[src/rtl/nbit_divider.sv]
// Iterative restoring unsigned divider: one quotient bit per clock, start/done handshake.
// Optional DIVIDER_DBZ_EN adds a div_by_zero flag and a one-cycle divide-by-zero path.
module nbit_divider #(
   parameter int unsigned DIVIDEND = 3,
   parameter int unsigned DIVISOR  = 2
) (
   input  logic                clk,
   input  logic                rst,
   input  logic                start_i,
   input  logic [DIVIDEND-1:0] dividend_i,
   input  logic [DIVISOR-1:0]  divisor_i,
   output logic                busy_o,
   output logic                done_o,
   output logic [DIVIDEND-1:0] quotient_o,
`ifdef DIVIDER_DBZ_EN
   output logic                div_by_zero_o,
`endif
   output logic [DIVISOR-1:0]  remainder_o
);

   localparam int unsigned CntW = $clog2(DIVIDEND + 1);

   typedef enum logic [1:0] {StIdle, StRun, StDone} state_e;

   state_e              state_q, state_d;
   logic [CntW-1:0]     cnt_q, cnt_d;
   logic [DIVIDEND-1:0] dvd_q, dvd_d;
   logic [DIVISOR-1:0]  dvs_q, dvs_d;
   logic [DIVISOR-1:0]  rem_q, rem_d;
   logic [DIVIDEND-1:0] quotient_q, quotient_d;
   logic [DIVISOR-1:0]  remainder_q, remainder_d;
`ifdef DIVIDER_DBZ_EN
   logic                dbz_q, dbz_d;
`endif

   logic [DIVISOR:0]    shifted;
   logic                ge;
   logic [DIVISOR-1:0]  rem_next;
   logic [DIVIDEND-1:0] dvd_next;

   // dvd_q shifts left each step: dividend bits leave at the top, quotient bits enter at the bottom
   always_comb begin
      shifted  = {rem_q, dvd_q[DIVIDEND-1]};
      ge       = (shifted >= {1'b0, dvs_q});
      rem_next = ge ? DIVISOR'(shifted - {1'b0, dvs_q}) : shifted[DIVISOR-1:0];
      dvd_next = DIVIDEND'({dvd_q, ge});
   end

   always_comb begin
      state_d     = state_q;
      cnt_d       = cnt_q;
      dvd_d       = dvd_q;
      dvs_d       = dvs_q;
      rem_d       = rem_q;
      quotient_d  = quotient_q;
      remainder_d = remainder_q;
`ifdef DIVIDER_DBZ_EN
      dbz_d       = dbz_q;
`endif
      case (state_q)
         StIdle, StDone: begin
            if (start_i) begin
               dvd_d   = dividend_i;
               dvs_d   = divisor_i;
               rem_d   = '0;
               cnt_d   = CntW'(DIVIDEND);
               state_d = StRun;
`ifdef DIVIDER_DBZ_EN
               dbz_d   = 1'b0;
               if (divisor_i == '0) begin
                  quotient_d  = '1;
                  remainder_d = DIVISOR'(dividend_i);
                  dbz_d       = 1'b1;
                  state_d     = StDone;
               end
`endif
            end else begin
               state_d = StIdle;
            end
         end
         StRun: begin
            dvd_d = dvd_next;
            rem_d = rem_next;
            cnt_d = cnt_q - CntW'(1);
            if (cnt_q == CntW'(1)) begin
               quotient_d  = dvd_next;
               remainder_d = rem_next;
               state_d     = StDone;
            end
         end
         default: state_d = StIdle;
      endcase
   end

   always_ff @(posedge clk) begin
      if (rst) begin
         state_q     <= StIdle;
         cnt_q       <= '0;
         dvd_q       <= '0;
         dvs_q       <= '0;
         rem_q       <= '0;
         quotient_q  <= '0;
         remainder_q <= '0;
`ifdef DIVIDER_DBZ_EN
         dbz_q       <= 1'b0;
`endif
      end else begin
         state_q     <= state_d;
         cnt_q       <= cnt_d;
         dvd_q       <= dvd_d;
         dvs_q       <= dvs_d;
         rem_q       <= rem_d;
         quotient_q  <= quotient_d;
         remainder_q <= remainder_d;
`ifdef DIVIDER_DBZ_EN
         dbz_q       <= dbz_d;
`endif
      end
   end

   assign busy_o      = (state_q == StRun);
   assign done_o      = (state_q == StDone);
   assign quotient_o  = quotient_q;
   assign remainder_o = remainder_q;
`ifdef DIVIDER_DBZ_EN
   assign div_by_zero_o = dbz_q;
`endif

endmodule

[config.mk]
export PLATFORM = sky130hd
export DESIGN_NAME = nbit_divider
export DESIGN_NICKNAME = d
export VERILOG_FILES = /design/src/rtl/nbit_divider.sv
export SDC_FILE = /design/constraint.sdc
export NUM_CORES = 1
export LEC_CHECK = 0
export CAP_MARGIN = 15
export CORE_UTILIZATION = 50
export DETAILED_ROUTE_END_ITERATION = 12
export DONT_BUFFER_PORTS = 1
export SETUP_SLACK_MARGIN = 0.3
export SYNTH_ARGS = -nofsm -noshare
export SYNTH_HDL_FRONTEND = slang
export SYNTH_SLANG_ARGS = --single-unit
export TNS_END_PERCENT = 10
[constraint.sdc]
create_clock -name clk -period 2.25 [get_ports clk]
set_clock_uncertainty 0.05 [all_clocks]
set_input_delay 0.45 -clock clk [delete_from_list [all_inputs] [get_ports clk]]
set_output_delay 0.45 -clock clk [all_outputs]
set_load 0.005 [all_outputs]
==> run_results.csv <==
group,metric,value,unit
critical_path,critPathCaptureType,"output port",
critical_path,worstPathCellList,"nand2b_1 > inv_8",
yosys,syn_avg_cell_area,8.89,um^2
global_routing,grt_pass1_vias,482,
critical_path,r2r_slack,0.66,ns
power_and_ir_drop,switchingPower,0.000166,W
placed_design,portBuffers,0,
clock_tree,clk_path_buf_depth,2,
yosys,synth.area.top_cells,"dfxtp_1, nor2_1, a211oi_1, ha_1, a21oi_1",
critical_path,worstPathBufferInverterCount,1,
critical_path,worstPathArrival,1.10,ns
clock_tree,insertion_delay,0.29,ns
floorplanning,pin_count,15,
min_path,min_path_cells,1,
floorplanning,die_y,40.4,um
power_and_ir_drop,finalPower,0.000611,W
clock_tree,numClockSinks,16,
clock_tree,ctsResizeCount,0,
drt,dr.pass1.iters,3,
final_layout,final_layout_size_suffix_gt1_frac,0.133,
clock_tree,h-tree-depth,1,
critical_path,required,1.75,ns
final_layout,antenna_cells,0,
floorplanning,start_util,0.553,
final_layout,stdcell_area,766,um^2
floorplanning,core,1330,um^2
drt,ant_nets,0,
critical_path,crit_start,"state_q[1]$_SDFFE_PP0P_",
floorplanning,dieArea,1630,um^2
final_layout,syn2layout_area_growth,3.73,%
critical_path,cp_top_family,"simple AND/OR/NAND/NOR gates",
power_and_ir_drop,power.density,798,nW/um^2
yosys,yosysTopAreaCell,"dfxtp_1",
clock_tree,root_buffer,"clkbuf_4",
sta,timing.fmax,626,MHz
power_and_ir_drop,p_sw_frac,0.271,
yosys,yosys_warnings,0,
clock_tree,cts_tree,"yes",
drt,vias_per_cell,5.52,
floorplanning,die_w,40.4,um
clock_tree,cts_buffers,3,
global_routing,grt_usage,0.202,
clock_tree,cts_setup_buffers,0,
sta,maxSlewHeadroom,0.696,
final_layout,fillCellCount,133,
critical_path,r2r_start,"dvs_q[1]$_SDFFE_PP0P_",
yosys,syn-num-nets,94,
sta,tns,0,ns
outcome,status,"complete, no violations",
power_and_ir_drop,clkPwrFrac,0.314,
global_routing,grt_first_pass_wirelength,2.10,mm
yosys,ys_ff_latch,16,
min_path,hold_class,"input port to register",
sta,fin_crit,1.60,ns
sta,drv_slew,0,
placed_design,hpwl,940,um
min_path,min_to,"quotient_o[0]$_SDFFE_PP0P_",
run,drv_cap,0,
drt,drc_errors,0,
yosys,yosys.area.top_type_share,0.434,
yosys,syn_area,738,um^2
critical_path,worst-path-max-fanout,9,
drt,wire_per_inst,13.5,um
yosys,seq_area_frac_synth,0.434,
critical_path,worstSetupPathType,"register to output port",
sta,fin_crit_sh,0.710,
global_routing,grt_start_max_net_pins,18,
power_and_ir_drop,ir_worst_vdd,0.360,mV
floorplanning,rows,13,
sta,setup_viol,0,
placed_design,place_area,729,um^2
sta,hold_violations,0,
yosys,synth.distinct_cells,26,
global_routing,antenna_found_initial,0,
critical_path,r2r_end,"rem_q[1]$_SDFFE_PP0P_",
critical_path,cpPeakStageDelay,0.33,ns
drt,drt-initial-drc-count,5,
sta,grt_setup_unrepaired,"no",
sta,worst_slew_pin_slew,0.456,ns
yosys,syn_inst,83,
power_and_ir_drop,p_int,0.000446,W
power_and_ir_drop,leakagePower,0.291,nW
power_and_ir_drop,p_seq_frac,0.517,
global_routing,grt.overflow.total,0,
critical_path,reg2reg_depth,6,
clock_tree,cts.clk_slew.worst_paths,0.10,ns
critical_path,critPathLaunchType,"register",
drt,finalWirelength,1.32,mm
power_and_ir_drop,combPwrFrac,0.168,
final_layout,nets,95,
placed_design,place.gp.congestion,0.772,
min_path,hp-start,"rst",
critical_path,cp_slowest_cell,"nand2b_1",
drt,via_count,541,
clock_tree,cts_hold_buf,0,
==> cell type report <==
type	instances	area, um^2	area share
sequential	16	320	0.418
inverter	4	22.5	0.0294
multi-input combinational	58	360	0.471
tap	15	18.8	0.0245
clock buffer	4	36.3	0.0474
timing repair buffer	1	7.51	0.00980
==> worst register-to-register path: cells and delay by family, from the launching register on <==
| kind | cells | cell delay (ns) |
|---|---|---|
| buffers and inverters | 1 | 0.05 |
| flip-flops | 1 | 0.32 |
| AND/OR/NAND/NOR | 1 | 0.05 |
| adder cells (fa/ha/maj) | 1 | 0.34 |
| AO/OA/AOI/OAI | 3 | 0.70 |
==> power groups by stage <==
stage | Clock [W] | Sequential, W | Combinational, W
global placement | 0 | 0.000323 | 0.000102
floorplan | 0 | 0.000320 | 0.0000956
detailed placement | 0 | 0.000323 | 0.000103
finish | 0.000192 | 0.000316 | 0.000103
CTS | 0.000201 | 0.000316 | 0.000104
global route | 0.000208 | 0.000319 | 0.000118
==> per-stage QoR <==
| step | cells | hold slack (ns) | utilization | setup slack (ns) |
|---|---|---|---|---|
| 2_1_floorplan | 83 | 0.390 | - | 0.747 |
| 3_3_place_gp | 94 | 0.405 | 0.547 | 0.711 |
| 3_5_place_dp | 94 | 0.406 | 0.547 | 0.673 |
| 4_1_cts | 98 | 0.144 | 0.574 | 0.637 |
| 5_1_grt | 98 | 0.141 | 0.574 | 0.421 |
| 6_report | 98 | 0.151 | 0.574 | 0.652 |
==> cells in the mapped netlist, drive strengths merged <==
cell type / n
mux2i: 2
or2b: 1
a211oi: 7
and2: 1
clkbuf: 2
nor2: 15
nand2b: 2
nor3: 2
nor2b: 4
a2111oi: 1
o31ai: 1
buf: 3
nand3b: 1
nand2: 7
or2: 1
dfxtp: 16
o21ai: 1
ha: 3
a22oi: 2
a21oi: 6
inv: 4
o32ai: 1
==> registers in the layout, summed over array words and instances, names as in the netlist <==
| signal | count |
|---|---|
| dvd_q | 3 |
| state_q | 2 |
| rem_q | 2 |
| dvs_q | 2 |
| remainder_o | 2 |
| cnt_q | 2 |
| quotient_o | 3 |
==> kinds of logic after synthesis <==
group / synth area share
AND/OR/NAND/NOR: 0.224
buffers and inverters: 0.0780
AO/OA/AOI/OAI: 0.186
flip-flops: 0.434
multiplexers: 0.0271
adder cells (fa/ha/maj): 0.0509
==> layer usage <==
layer | global-route usage | share of wire | wire length (um) | vias up
li1 | - | - | - | 285
met1 | 0.271 | 0.51 | 680 | 238
met2 | 0.274 | 0.40 | 527 | 14
met3 | 0.0667 | 0.065 | 86 | 4
met4 | 0.125 | 0.020 | 27 | 0
met5 | 0 | 0 | 0 | -
==> layout by cell type (no fill, tap or decap), types with 3 or more instances in the layout <==
cell and n:
a211oi_1 5, dfxtp_1 16, nor2b_1 4, inv_1 3
nand2_1 7, a21oi_1 6, clkbuf_4 3, ha_1 3
nor2_1 13
==> worst max-delay path by stage <==
stage / end / cells after the start
6_report: busy_o / 2
5_1_grt: rem_q[1]$_SDFFE_PP0P_ / 6
4_1_cts: busy_o / 2
3_5_place_dp: rem_q[1]$_SDFFE_PP0P_ / 6
3_3_place_gp: rem_q[1]$_SDFFE_PP0P_ / 6
2_1_floorplan: rem_q[1]$_SDFFE_PP0P_ / 6
No activity file was read; power rests on OpenSTA's default activity.
